$ cat config.mk
export PLATFORM = sky130hd
export DESIGN_NAME = y86_alu
export DESIGN_NICKNAME = d
export VERILOG_FILES = /design/src/rtl/y86_pkg.sv /design/src/rtl/y86_alu_add_sub64.sv /design/src/rtl/y86_alu.sv
export SDC_FILE = /design/constraint.sdc
export NUM_CORES = 1
export LEC_CHECK = 0
export ABC_AREA = 1
export ABC_CLOCK_PERIOD_IN_PS = 1100
export BUFFER_PORTS_ARGS = -buffer_cell sky130_fd_sc_hd__buf_2
export CORE_ASPECT_RATIO = 0.75
export CORE_MARGIN = 2
export CORE_UTILIZATION = 50
export CTS_BUF_LIST = sky130_fd_sc_hd__clkbuf_4
export CTS_CLUSTER_DIAMETER = 60
export DETAILED_ROUTE_END_ITERATION = 10
export PLACE_DENSITY = 0.75
export SLEW_MARGIN = 30
export SYNTH_ARGS = -nofsm -noshare
export SYNTH_HDL_FRONTEND = slang
export SYNTH_HIERARCHICAL = 1
export SYNTH_SLANG_ARGS = --single-unit
$ cat constraint.sdc
create_clock -name clk -period 1.1 [get_ports clk]
set_input_delay 0.055 -clock clk [delete_from_list [all_inputs] [get_ports clk]]
set_output_delay 0.055 -clock clk [all_outputs]
set_load 0.05 [all_outputs]
$ cat src/rtl/y86_pkg.sv
// ---------------------------------------------------------------------------
// y86_pkg
//   Shared definitions for the Y86-64 execute-stage ALU.
//   - WORD_W  : machine word width (64 for Y86-64)
//   - ALU_*   : 2-bit OPq control codes (add/sub/and/xor)
//   - fa_t / full_add : single-bit full adder used to build the ripple adder
// ---------------------------------------------------------------------------
package y86_pkg;

  localparam int WORD_W = 64;

  localparam logic [1:0] ALU_ADD = 2'b00;
  localparam logic [1:0] ALU_SUB = 2'b01;
  localparam logic [1:0] ALU_AND = 2'b10;
  localparam logic [1:0] ALU_XOR = 2'b11;

  // Sum and carry-out of one full-adder cell.
  typedef struct packed {
    logic sum;
    logic cout;
  } fa_t;

  // One-bit full adder: sum = x^y^cin, carry generated or propagated.
  function automatic fa_t full_add(input logic x, input logic y, input logic cin);
    fa_t r;
    r.sum  = x ^ y ^ cin;
    r.cout = (x & y) | (cin & (x ^ y));
    return r;
  endfunction

endpackage : y86_pkg

$ cat src/rtl/y86_alu_add_sub64.sv
// ---------------------------------------------------------------------------
// add_sub64
//   Ripple-carry adder/subtractor built from 1-bit full adders.
//   Subtraction is a + ~b + 1: b is inverted and the carry-in is forced to 1.
//   The final carry-out is not exported; only the signed overflow is.
// Ports
//   a    in  W  operand A (two's complement)
//   b    in  W  operand B (two's complement)
//   sub  in  1  0 = a+b, 1 = a-b
//   sum  out W  result modulo 2^W
//   ovf  out 1  signed overflow of the selected operation
// ---------------------------------------------------------------------------
module add_sub64
  import y86_pkg::*;
#(
  parameter int W = WORD_W
) (
  input  logic [W-1:0] a,
  input  logic [W-1:0] b,
  input  logic         sub,
  output logic [W-1:0] sum,
  output logic         ovf
);

  logic [W-1:0] b_eff_s;

  // Operand B conditioning: one's complement for subtract.
  always_comb begin
    if (sub) begin
      b_eff_s = ~b;
    end else begin
      b_eff_s = b;
    end
  end

  // Ripple chain: the carry is a loop-local variable so the chain stays
  // a single combinational block instead of a self-referencing vector.
  always_comb begin
    logic carry_v;
    fa_t  fa_v;
    sum     = '0;
    carry_v = sub;
    for (int i = 0; i < W; i++) begin
      fa_v    = full_add(a[i], b_eff_s[i], carry_v);
      sum[i]  = fa_v.sum;
      carry_v = fa_v.cout;
    end
  end

  // Signed overflow: both effective addends share a sign and the result
  // sign differs. With b inverted for subtract this is exactly
  // "a and b signs differ and result sign differs from a".
  always_comb begin
    ovf = (a[W-1] == b_eff_s[W-1]) & (sum[W-1] != a[W-1]);
  end

endmodule : add_sub64

$ cat src/rtl/y86_alu.sv
// ---------------------------------------------------------------------------
// y86_alu
//   64-bit integer ALU for the Y86-64 execute stage (OPq add/sub/and/xor).
//   Result and flags are registered with one cycle of latency and are only
//   updated on edges where en=1; otherwise they hold.
// Ports
//   clk       in   1  clock, rising edge
//   rst_n     in   1  asynchronous active-low reset (clears all outputs)
//   en        in   1  capture enable
//   control   in   2  00=add 01=sub 10=and 11=xor
//   a, b      in   W  operands, two's complement
//   ans       out  W  registered result
//   overflow  out  1  registered signed overflow (0 for and/xor)
//   zf        out  1  registered (ans == 0)
//   sf        out  1  registered ans[W-1]
// ---------------------------------------------------------------------------
module y86_alu
  import y86_pkg::*;
#(
  parameter int W = WORD_W
) (
  input  logic         clk,
  input  logic         rst_n,
  input  logic         en,
  input  logic [1:0]   control,
  input  logic [W-1:0] a,
  input  logic [W-1:0] b,
  output logic [W-1:0] ans,
  output logic         overflow,
  output logic         zf,
  output logic         sf
);

  logic         sub_s;
  logic [W-1:0] sum_s;
  logic         ovf_s;
  logic [W-1:0] result_s;
  logic         result_ovf_s;

  logic [W-1:0] ans_d,      ans_q;
  logic         overflow_d, overflow_q;
  logic         zf_d,       zf_q;
  logic         sf_d,       sf_q;

  // Adder mode select.
  always_comb begin
    sub_s = (control == ALU_SUB);
  end

  add_sub64 #(
    .W (W)
  ) u_add_sub (
    .a   (a),
    .b   (b),
    .sub (sub_s),
    .sum (sum_s),
    .ovf (ovf_s)
  );

  // Result mux. All four codes are legal; xor takes the last arm.
  always_comb begin
    result_s     = '0;
    result_ovf_s = 1'b0;
    case (control)
      ALU_ADD, ALU_SUB: begin
        result_s     = sum_s;
        result_ovf_s = ovf_s;
      end
      ALU_AND: begin
        result_s     = a & b;
        result_ovf_s = 1'b0;
      end
      default: begin
        result_s     = a ^ b;
        result_ovf_s = 1'b0;
      end
    endcase
  end

  // Next-state: capture new result and flags when enabled, else hold.
  // zf/sf come from the same next-state value as ans.
  always_comb begin
    if (en) begin
      ans_d      = result_s;
      overflow_d = result_ovf_s;
      zf_d       = (result_s == {W{1'b0}});
      sf_d       = result_s[W-1];
    end else begin
      ans_d      = ans_q;
      overflow_d = overflow_q;
      zf_d       = zf_q;
      sf_d       = sf_q;
    end
  end

  // Output register with asynchronous clear.
  always_ff @(posedge clk or negedge rst_n) begin
    if (!rst_n) begin
      ans_q      <= '0;
      overflow_q <= 1'b0;
      zf_q       <= 1'b0;
      sf_q       <= 1'b0;
    end else begin
      ans_q      <= ans_d;
      overflow_q <= overflow_d;
      zf_q       <= zf_d;
      sf_q       <= sf_d;
    end
  end

  assign ans      = ans_q;
  assign overflow = overflow_q;
  assign zf       = zf_q;
  assign sf       = sf_q;

endmodule : y86_alu

==> flow_summary.toml, run 1 <==
[routing]
wl_met3_um = 1810
wire_per_inst_um = 16.5
dr.pass1.iters = 5
drtAntennaViolNets = 0
m1WireLength_um = 10500
met2_length_um = 12400
drt_iter0_markers = 730
num_vias = 7948
route.top_layer_used = "met4"
viasPerCell = 5.16
drc = 0
wirelength_um = 25400

[timing]
min_period_over_period_pct = 2090
setup_ws_ns = -21.87
slew_violations = 0
worstMarginPinSlew_ns = 1.13
max-slew-margin-rel_pct = 24.6
period_minus_slack_ns = 22.97
rsz0062_at_grt = "yes"
finalHoldViolCount = 0
setup_viol = 75
max_freq_ghz = 0.0435
fin_skew_ns = 0

[global_route]
gr-total-overflow = 0
antenna_found_initial = 0
grt_max_degree = 68
first_global_vias = 7978
grt_pass1_wl_um = 37900
track_usage_pct = 31.2

[pwr]
seqPwrFrac_pct = 22.8
p_per_area_nw_per_um2 = 1230
p_int_mw = 7.61
leakagePower_nw = 6.16
power_mw = 14.1
p_comb_share_pct = 64.9
p_switching_mw = 6.47
power_frac_clock_pct = 12.3
swShare_pct = 46.0
ir_drop_uv = 887

[synth]
ys_ff_latch = 66
netlist_area_um2 = 7360
avgSynthCellArea_um2 = 7.56
yosys.area.top_type = "dfrtp_1"
synth_nets = 1233
ys_types = 25
synth_top_area_share_pct = 22.4
synthTopCellsByCount = "309 x nand2_1, 166 x nand3_1, 133 x inv_1"
synth_area_leaders = "dfrtp_1 22%, fa_1 17%, nand2_1 16%"
yosysSeqAreaShare_pct = 22.4
synth_most_common_cell = "nand2_1"
ys.flop_type = "dfrtp_1"
synth-edff-count = 0
syn_inst = 974
yosys_warnings = 6
synthArstFlopShare_pct = 100

[setup_path]
crit_top_cell = "fa_2"
r2r_cells = 4
slowest_stage = "fa_2"
critical_path.startpoint = "control[0]"
cp-endpoint = "zf$_DFFE_PN0P_"
criticalPathCategory = "in2reg"
max_stage_delay_ns = 0.52
cp_max_fo = 3
end_kind = "flop"
worstPathRequired_ns = 1.51
arrival_ns = 23.39
rr_startpoint = "ans[45]$_DFFE_PN0P_"
rr_endpoint = "ans[45]$_DFFE_PN0P_"
r2r_setup_slack_ns = 0.21
start_kind = "input pin"

[cells_and_area]
nets = 1594
drive_gt1_share_pct = 53.5
fillers = 888
syn_to_final_growth_pct = 55.6

[placement]
dp.final_hpwl_um = 16100
place_ws_ns = -22.12
port_buffers = 199
place.gp.congestion = 0.858

[cts]
cts.sinks = 66
cts_buffers = 9
clockRootBuffer = "clkbuf_4"
htree_levels = 3
clk_pin_slew_ns = 0.13
clk_latency_ns = 0.46
cts_tree = "yes"
cts_buffer_depth = 2

[floorplan]
core_um2 = 14400
initial_core_util_pct = 51.1
fp.dieH_um = 109
dieArea_um2 = 15700
fp.dieW_um = 144
row_count = 38
pin_count = 200

[run]
drv_cap = 0

[outcome]
violations = "negative setup slack"
run_status = "finished, violations left"

[hold_path]
hold_class = "in2reg"
## cell families after synthesis
family,synth area share (%)
compound gates,0.425
xor+xnor,7.49
fa+ha+maj,27.7
buf+inv,12.0
flops,22.4
mux,0.136
simple gates,29.8
## state kept, by name, summed over array words and instances (netlist names)
register / cells
ans: 64
overflow: 1
zf: 1
## final cells by class
| type | count | area (µm²) | area share [%] |
|---|---|---|---|
| Tap cell | 200 | 250 | 2.19 |
| Clock inverter | 4 | 43.8 | 0.382 |
| Clock buffer | 11 | 82.6 | 0.721 |
| Sequential cell | 66 | 1650 | 14.4 |
| Inverter | 136 | 513 | 4.48 |
| Multi-Input combinational cell | 719 | 5680 | 49.6 |
| Timing Repair Buffer | 403 | 3230 | 28.2 |
| Antenna cell | 1 | 2.50 | 0.0219 |
## power groups by stage
stage,sequential [mW],clock (mW),combinational (mW)
5_1_grt,3.25,1.84,9.82
2_1_floorplan,4.71,0,2.87
3_3_place_gp,3.11,0,6.66
3_5_place_dp,3.13,0,6.88
6_report,3.21,1.73,9.13
4_1_cts,3.19,1.76,8.23
## timing repair
item | CTS | global route
setup endpoints to repair | 133 | 133
gates resized for setup | 317 | 141
setup buffers | 12 | 39
endpoints found under the hold margin | 66 | 0
pin swaps | 27 | 47
hold buffers | 1 | 0
## placed cells by master, fill, tap and decap left out, types with 2 or more instances in the layout
| cell | instances |
|---|---|
| ha_1 | 64 |
| clkinv_2 | 2 |
| buf_4 | 143 |
| nand3_2 | 58 |
| buf_2 | 129 |
| buf_6 | 125 |
| buf_8 | 2 |
| dfrtp_1 | 65 |
| inv_1 | 77 |
| nand2_1 | 199 |
| clkbuf_4 | 11 |
| nor2_2 | 2 |
| clkinv_1 | 2 |
| nand2_4 | 7 |
| fa_2 | 62 |
| xor2_1 | 2 |
| nand3_4 | 6 |
| buf_12 | 3 |
| nor2_1 | 43 |
| nand2_2 | 103 |
| inv_2 | 57 |
| xnor2_1 | 60 |
| nand3_1 | 104 |
## stage by stage
stage          std cells  cell area (µm²)  util [%]  TNS, ns  hold slack, ns
6_report            1540            11500      79.5  -735.17          0.0761
5_1_grt             1539            11400      79.5  -749.82          0.0936
4_1_cts             1521            11100      76.8  -724.21          0.0150
3_5_place_dp        1495             9770      67.8  -760.31          0.0873
3_3_place_gp        1495             9770      67.8  -752.06          0.0841
2_1_floorplan        974             7570         -  -735.08          -0.241
## critical path, delay by kind of cell
kind / cells / cell delay (ns)
AND/OR/NAND/NOR: 10 / 0.88
buffers and inverters: 6 / 0.41
XOR/XNOR: 1 / 0.07
adder cells (fa/ha/maj): 62 / 21.95
## worst min path at each step
| stage | depth (start not counted) | slack (ns) | to | startpoint |
|---|---|---|---|---|
| 2_1_floorplan | 0 | -0.24 | ans[0]$_DFFE_PN0P_ | rst_n |
| 3_3_place_gp | 2 | 0.08 | ans[22]$_DFFE_PN0P_ | rst_n |
| 3_5_place_dp | 2 | 0.09 | ans[22]$_DFFE_PN0P_ | rst_n |
| 4_1_cts | 6 | 0.01 | overflow$_DFFE_PN0P_ | a[63] |
| 5_1_grt | 6 | 0.09 | overflow$_DFFE_PN0P_ | a[63] |
| 6_report | 6 | 0.08 | overflow$_DFFE_PN0P_ | a[63] |
## metal layers
layer  GRT usage [%]  up-vias
met4            11.4        0
met2            53.4      369
met5               0        -
met1            39.6     3799
met3            5.80       71
li1                -     3709
Power figures use the tool's default switching activity.
==> run 2, diff against run 1 <==
--- a/config.mk
+++ b/config.mk
@@ -15,6 +15,7 @@
 export CTS_CLUSTER_DIAMETER = 60
 export DETAILED_ROUTE_END_ITERATION = 10
 export PLACE_DENSITY = 0.75
+export SKIP_LAST_GASP = 1
 export SLEW_MARGIN = 30
 export SYNTH_ARGS = -nofsm -noshare
 export SYNTH_HDL_FRONTEND = slang
==> run 2 against run 1 <==
Effect of this change: the run still ends with negative setup slack left; non-clock buffer count rose by 2; cell count barely moved; utilization fell by 0.44 points; setup slack got worse by 0.018 ns; sequential power barely moved; clock skew did not move; largest power group unchanged.
==> flow_summary.toml, run 2 (synthesis gave the netlist of run 1 again) <==
[timing]
slew_violations = 0
min_period_over_period_pct = 2090
finalHoldViolCount = 0
setup_ws_ns = -21.89
period_minus_slack_ns = 22.99
worstMarginPinSlew_ns = 1.07
max-slew-margin-rel_pct = 28.6
max_freq_ghz = 0.0435
setup_viol = 75
setup_tns_ns = -736.07
rsz0062_at_grt = "yes"
fin_skew_ns = 0

[cts]
cts_buffers = 9
cts_buffer_depth = 2
htree_levels = 3
cts_tree = "yes"
cts.sinks = 66
clockRootBuffer = "clkbuf_4"
clk_pin_slew_ns = 0.13
clk_latency_ns = 0.45

[setup_path]
r2r_setup_slack_ns = 0.20
start_kind = "input pin"
criticalPathCategory = "in2reg"
max_stage_delay_ns = 0.52
cp_max_fo = 3
arrival_ns = 23.40
slowest_stage = "fa_2"
crit_top_cell = "fa_2"
worstPathRequired_ns = 1.51
rr_startpoint = "ans[45]$_DFFE_PN0P_"
rr_endpoint = "ans[45]$_DFFE_PN0P_"
r2r_cells = 4
end_kind = "flop"

[outcome]
run_status = "finished, violations left"
violations = "negative setup slack"

[global_route]
grt_pass1_wl_um = 36800
grt_max_degree = 68
first_global_vias = 7848
gr-total-overflow = 0
track_usage_pct = 30.4
antenna_found_initial = 0

[cells_and_area]
syn_to_final_growth_pct = 54.7
nets = 1596
drive_gt1_share_pct = 51.5
final_common_cell = "nand2_1"
mostFrequentLayoutCells = "213 x nand2_1, 149 x buf_4, 129 x buf_2, 121 x buf_6, 104 x nand3_1"
diodes = 0
largest_reg_flops = 64

[placement]
place.gp.congestion = 0.858
dp.final_hpwl_um = 16100
port_buffers = 199

[pwr]
ir_drop_uv = 867
power_mw = 13.9
p_per_area_nw_per_um2 = 1220
leakagePower_nw = 6.17

[routing]
num_vias = 7941
wire_per_inst_um = 16.3
dr.pass1.iters = 6
viasPerCell = 5.15
drt_iter0_markers = 613
drc = 0
drtAntennaViolNets = 0
wirelength_um = 25100

[floorplan]
core_um2 = 14400
dieArea_um2 = 15700
fp.dieH_um = 109
initial_core_util_pct = 51.1
pin_count = 200
row_count = 38
fp.dieW_um = 144

[hold_path]
hold_end = "overflow$_DFFE_PN0P_"
hold_start = "a[63]"
hold_class = "in2reg"
hold_path_depth = 6

[run]
drv_cap = 0
==> run 2: how the worst max path moves through the flow <==
stage	end	slack [ns]	startpoint
floorplan	zf$_DFFE_PN0P_	-21.44	control[1]
global placement	zf$_DFFE_PN0P_	-21.73	control[0]
global route	zf$_DFFE_PN0P_	-22.26	control[1]
CTS	zf$_DFFE_PN0P_	-21.61	control[1]
finish	zf$_DFFE_PN0P_	-21.89	control[1]
detailed placement	zf$_DFFE_PN0P_	-22.12	control[0]
==> run 2: routing by layer <==
| metal | vias up | global-route usage [%] | routed length (µm) |
|---|---|---|---|
| li1 | 3715 | - | - |
| met1 | 3773 | 38.8 | 10100 |
| met2 | 375 | 51.6 | 12200 |
| met3 | 78 | 5.36 | 1920 |
| met4 | 0 | 11.8 | 852 |
| met5 | - | 0 | 0 |
==> run 2: cell type report <==
type / instances / area (µm²)
Multi-Input combinational cell: 719 / 5620
Fill cell: 907 / 3020
Timing Repair Buffer: 405 / 3230
Tap cell: 200 / 250
Clock buffer: 11 / 82.6
Clock inverter: 4 / 43.8
Sequential cell: 66 / 1650
Inverter: 136 / 513
==> run 2: power by group <==
part	total (mW)	switching, mW	internal, mW	leakage (nW)
clock network	1.73	1.02	0.718	0.0741
registers	3.21	0.341	2.87	0.829
logic	8.99	5.02	3.97	5.27
==> run 2: metrics by stage <==
step	hold slack, ns	instances	area [µm²]	util (%)	setup WS (ns)
floorplan	-0.241	974	7570	-	-21.44
global placement	0.0841	1495	9770	67.8	-21.73
detailed placement	0.0873	1495	9770	67.8	-22.12
CTS	0.0150	1521	10800	75.1	-21.61
global route	0.0392	1541	11400	79.1	-22.26
finish	0.0638	1541	11400	79.1	-21.89
==> run 2: critical path, delay by kind of cell <==
family                   cells  cell delay, ns
XOR/XNOR                     1            0.07
AND/OR/NAND/NOR             10            0.92
adder cells (fa/ha/maj)     62           21.94
buffers and inverters        5            0.38
==> run 2: repair_timing <==
action / in CTS / in global routing
endpoints found under the setup margin: 133 / 132
buffers inserted: 12 / 38
endpoints found under the hold margin: 66 / 0
pin swaps: 27 / 51
hold buffers: 1 / 0
gates resized for setup: 228 / 176
==> run 3, diff against run 2 <==
--- a/config.mk
+++ b/config.mk
@@ -6,15 +6,17 @@
 export NUM_CORES = 1
 export LEC_CHECK = 0
 export ABC_AREA = 1
-export ABC_CLOCK_PERIOD_IN_PS = 1100
+export ABC_CLOCK_PERIOD_IN_PS = 19900
 export BUFFER_PORTS_ARGS = -buffer_cell sky130_fd_sc_hd__buf_2
+export CELL_PAD_IN_SITES_DETAIL_PLACEMENT = 1
+export CELL_PAD_IN_SITES_GLOBAL_PLACEMENT = 1
 export CORE_ASPECT_RATIO = 0.75
 export CORE_MARGIN = 2
-export CORE_UTILIZATION = 50
+export CORE_UTILIZATION = 36
 export CTS_BUF_LIST = sky130_fd_sc_hd__clkbuf_4
 export CTS_CLUSTER_DIAMETER = 60
 export DETAILED_ROUTE_END_ITERATION = 10
-export PLACE_DENSITY = 0.75
+export PLACE_DENSITY = 0.78
 export SKIP_LAST_GASP = 1
 export SLEW_MARGIN = 30
 export SYNTH_ARGS = -nofsm -noshare
==> constraint.sdc (replaced) <==
create_clock -name clk -period 19.9 [get_ports clk]
set_input_delay 0.995 -clock clk [delete_from_list [all_inputs] [get_ports clk]]
set_output_delay 0.995 -clock clk [all_outputs]
set_load 0.05 [all_outputs]
==> run 3 against run 2 <==
Effect of this change: the flow still finishes with violations (negative setup slack); clock skew stayed put; via count is 11% lower; combinational power is 96% lower; critical path depth is 1 higher; first-iteration DRC count is 45% lower; flip-flop and latch count stayed put; count of clock-buffer cells in the layout stayed put; die area is 38% higher; sequential share of layout area is 3.5 points higher; power is 95% lower; critical path type unchanged; critical endpoint unchanged.
==> flow_summary.toml, run 3 (synthesis gave the netlist of run 1 again) <==
[placement]
dp.final_hpwl_um = 18300
place_area_um2 = 8810
dpl.cell_count = 1419
place.gp.congestion = 0.800
port_buffers = 199
place_ws_ns = -4.38

[outcome]
violations = "negative setup slack"
run_status = "finished, violations left"

[timing]
min_period_over_period_pct = 119
max_freq_ghz = 0.0421
fin_skew_ns = 0
setup_ws_ns = -3.85
holdWs_ns = 0.484
finalHoldViolCount = 0
setup_viol = 14
period_minus_slack_ns = 23.75
slew_violations = 0
worstMarginPinSlew_ns = 0.845
rsz0062_at_grt = "yes"
max-slew-margin-rel_pct = 43.6

[routing]
wire_per_inst_um = 17.4
dr.pass1.iters = 5
drtAntennaViolNets = 0
drt_iter0_markers = 340
wirelength_um = 25100
num_vias = 7083
drc = 0
viasPerCell = 4.91

[cells_and_area]
finish.utilization_pct = 45.5
mostFrequentLayoutCells = "307 x nand2_1, 196 x buf_2, 153 x nand3_1, 126 x inv_1, 66 x dfrtp_1"
fillers = 2568
nets = 1437
syn_to_final_growth_pct = 24.6
ff_latch_area_um2 = 1650
final_cells = 1443
drive_gt1_share_pct = 29.9
final_common_cell = "nand2_1"
multi_input_area_um2 = 5080
design_area_um2 = 9170
largest_reg_flops = 64

[run]
drv_cap = 0

[pwr]
ir_drop_uv = 33.7
leakagePower_nw = 5.00
p_per_area_nw_per_um2 = 71.7

[cts]
hold_buffers = 0
clk_latency_ns = 0.43
cts_buffers = 9
cts.sinks = 66
cts_tree = "yes"
clockRootBuffer = "clkbuf_4"
htree_levels = 3
cts_buffer_depth = 2
clk_pin_slew_ns = 0.14

[setup_path]
cp_max_fo = 3
crit_top_cell = "fa_2"
criticalPathCategory = "in2reg"
arrival_ns = 24.15
end_kind = "flop"
max_stage_delay_ns = 0.53
rr_endpoint = "ans[2]$_DFFE_PN0P_"
slowest_stage = "fa_2"
rr_startpoint = "ans[2]$_DFFE_PN0P_"
r2r_setup_slack_ns = 19.21
r2r_cells = 2
worstPathRequired_ns = 20.30
start_kind = "input pin"

[hold_path]
hold_start = "ans[58]$_DFFE_PN0P_"
hold_path_depth = 2
hold_class = "reg2reg"
hold_end = "ans[58]$_DFFE_PN0P_"

[global_route]
grt_max_degree = 68
grt_pass1_wl_um = 40100
gr-total-overflow = 0
antenna_found_initial = 1
track_usage_pct = 23.6
first_global_vias = 7495

[floorplan]
fp.dieH_um = 128
dieArea_um2 = 21600
initial_core_util_pct = 36.5
row_count = 45
fp.dieW_um = 169
pin_count = 200
core_um2 = 20200
[run 3: changes by cell type in the layout (fill, tap and decap cells not counted), moves of 2 or more]
| cell | delta |
|---|---|
| buf_6 | -112 |
| inv_2 | -36 |
| inv_1 | +36 |
| diode_2 | +2 |
| nand3_4 | -4 |
| nand3_2 | -45 |
| nand2_1 | +94 |
| nand2_2 | -88 |
| buf_12 | -2 |
| nand3_1 | +49 |
| buf_4 | -110 |
| nand2_4 | -6 |
| buf_2 | +67 |
| bufinv_16 | +2 |
[run 3: where the power goes]
part,switching [mW],leakage [nW],internal (mW),total (mW)
Combinational,0.239,4.08,0.120,0.359
Sequential,0.0133,0.830,0.158,0.172
Clock,0.0611,0.0971,0.0663,0.127
Total,0.314,5.00,0.344,0.658
[run 3: final cells by class]
| class | instances | area share (%) |
|---|---|---|
| clock inverters | 5 | 1.12 |
| repair buffers | 246 | 15.4 |
| clock buffers | 11 | 0.900 |
| inverters | 136 | 5.62 |
| well taps | 258 | 3.52 |
| multi-input cells | 719 | 55.4 |
| diodes | 2 | 0.0546 |
| flip-flops and latches | 66 | 18.0 |
[run 3: per-stage QoR]
step	setup TNS [ns]	power, mW
finish	-31.48	0.658
detailed placement	-39.00	0.525
floorplan	-27.66	0.421
global route	-37.25	0.709
global placement	-33.45	0.511
CTS	-30.14	0.661
[run 3: what timing repair did]
action | 4_1_cts | 5_1_grt
resized for setup | 20 | 12
hold endpoints to repair | 0 | 0
endpoints found under the setup margin | 14 | 15
setup buffers | 3 | 3
pin swaps | 6 | 14
[run 3: metal layers]
metal  share of wire (%)  vias to the layer above  track usage (%)
met5                   0                        -                0
met3                 4.7                       31             3.92
li1                    -                     3398                -
met1                  48                     3465             32.8
met2                  46                      189             38.8
met4                 1.5                        0             5.63
[run 3: critical path: cells and delay by family]
family	cells	cell delay, ns
and+or+nand+nor	10	0.71
xor gates and xnor gates	1	0.13
buffers and inverters	6	0.43
adders and majority gates	62	21.84
[run 3: worst max path at each step]
stage	from	endpoint	cells after the start	slack, ns
after floorplan	control[1]	zf$_DFFE_PN0P_	80	-3.58
after global placement	control[0]	zf$_DFFE_PN0P_	80	-3.94
after detailed placement	control[0]	zf$_DFFE_PN0P_	81	-4.38
after CTS	control[0]	zf$_DFFE_PN0P_	79	-3.78
after global routing	control[0]	zf$_DFFE_PN0P_	80	-4.38
final	control[0]	zf$_DFFE_PN0P_	79	-3.85
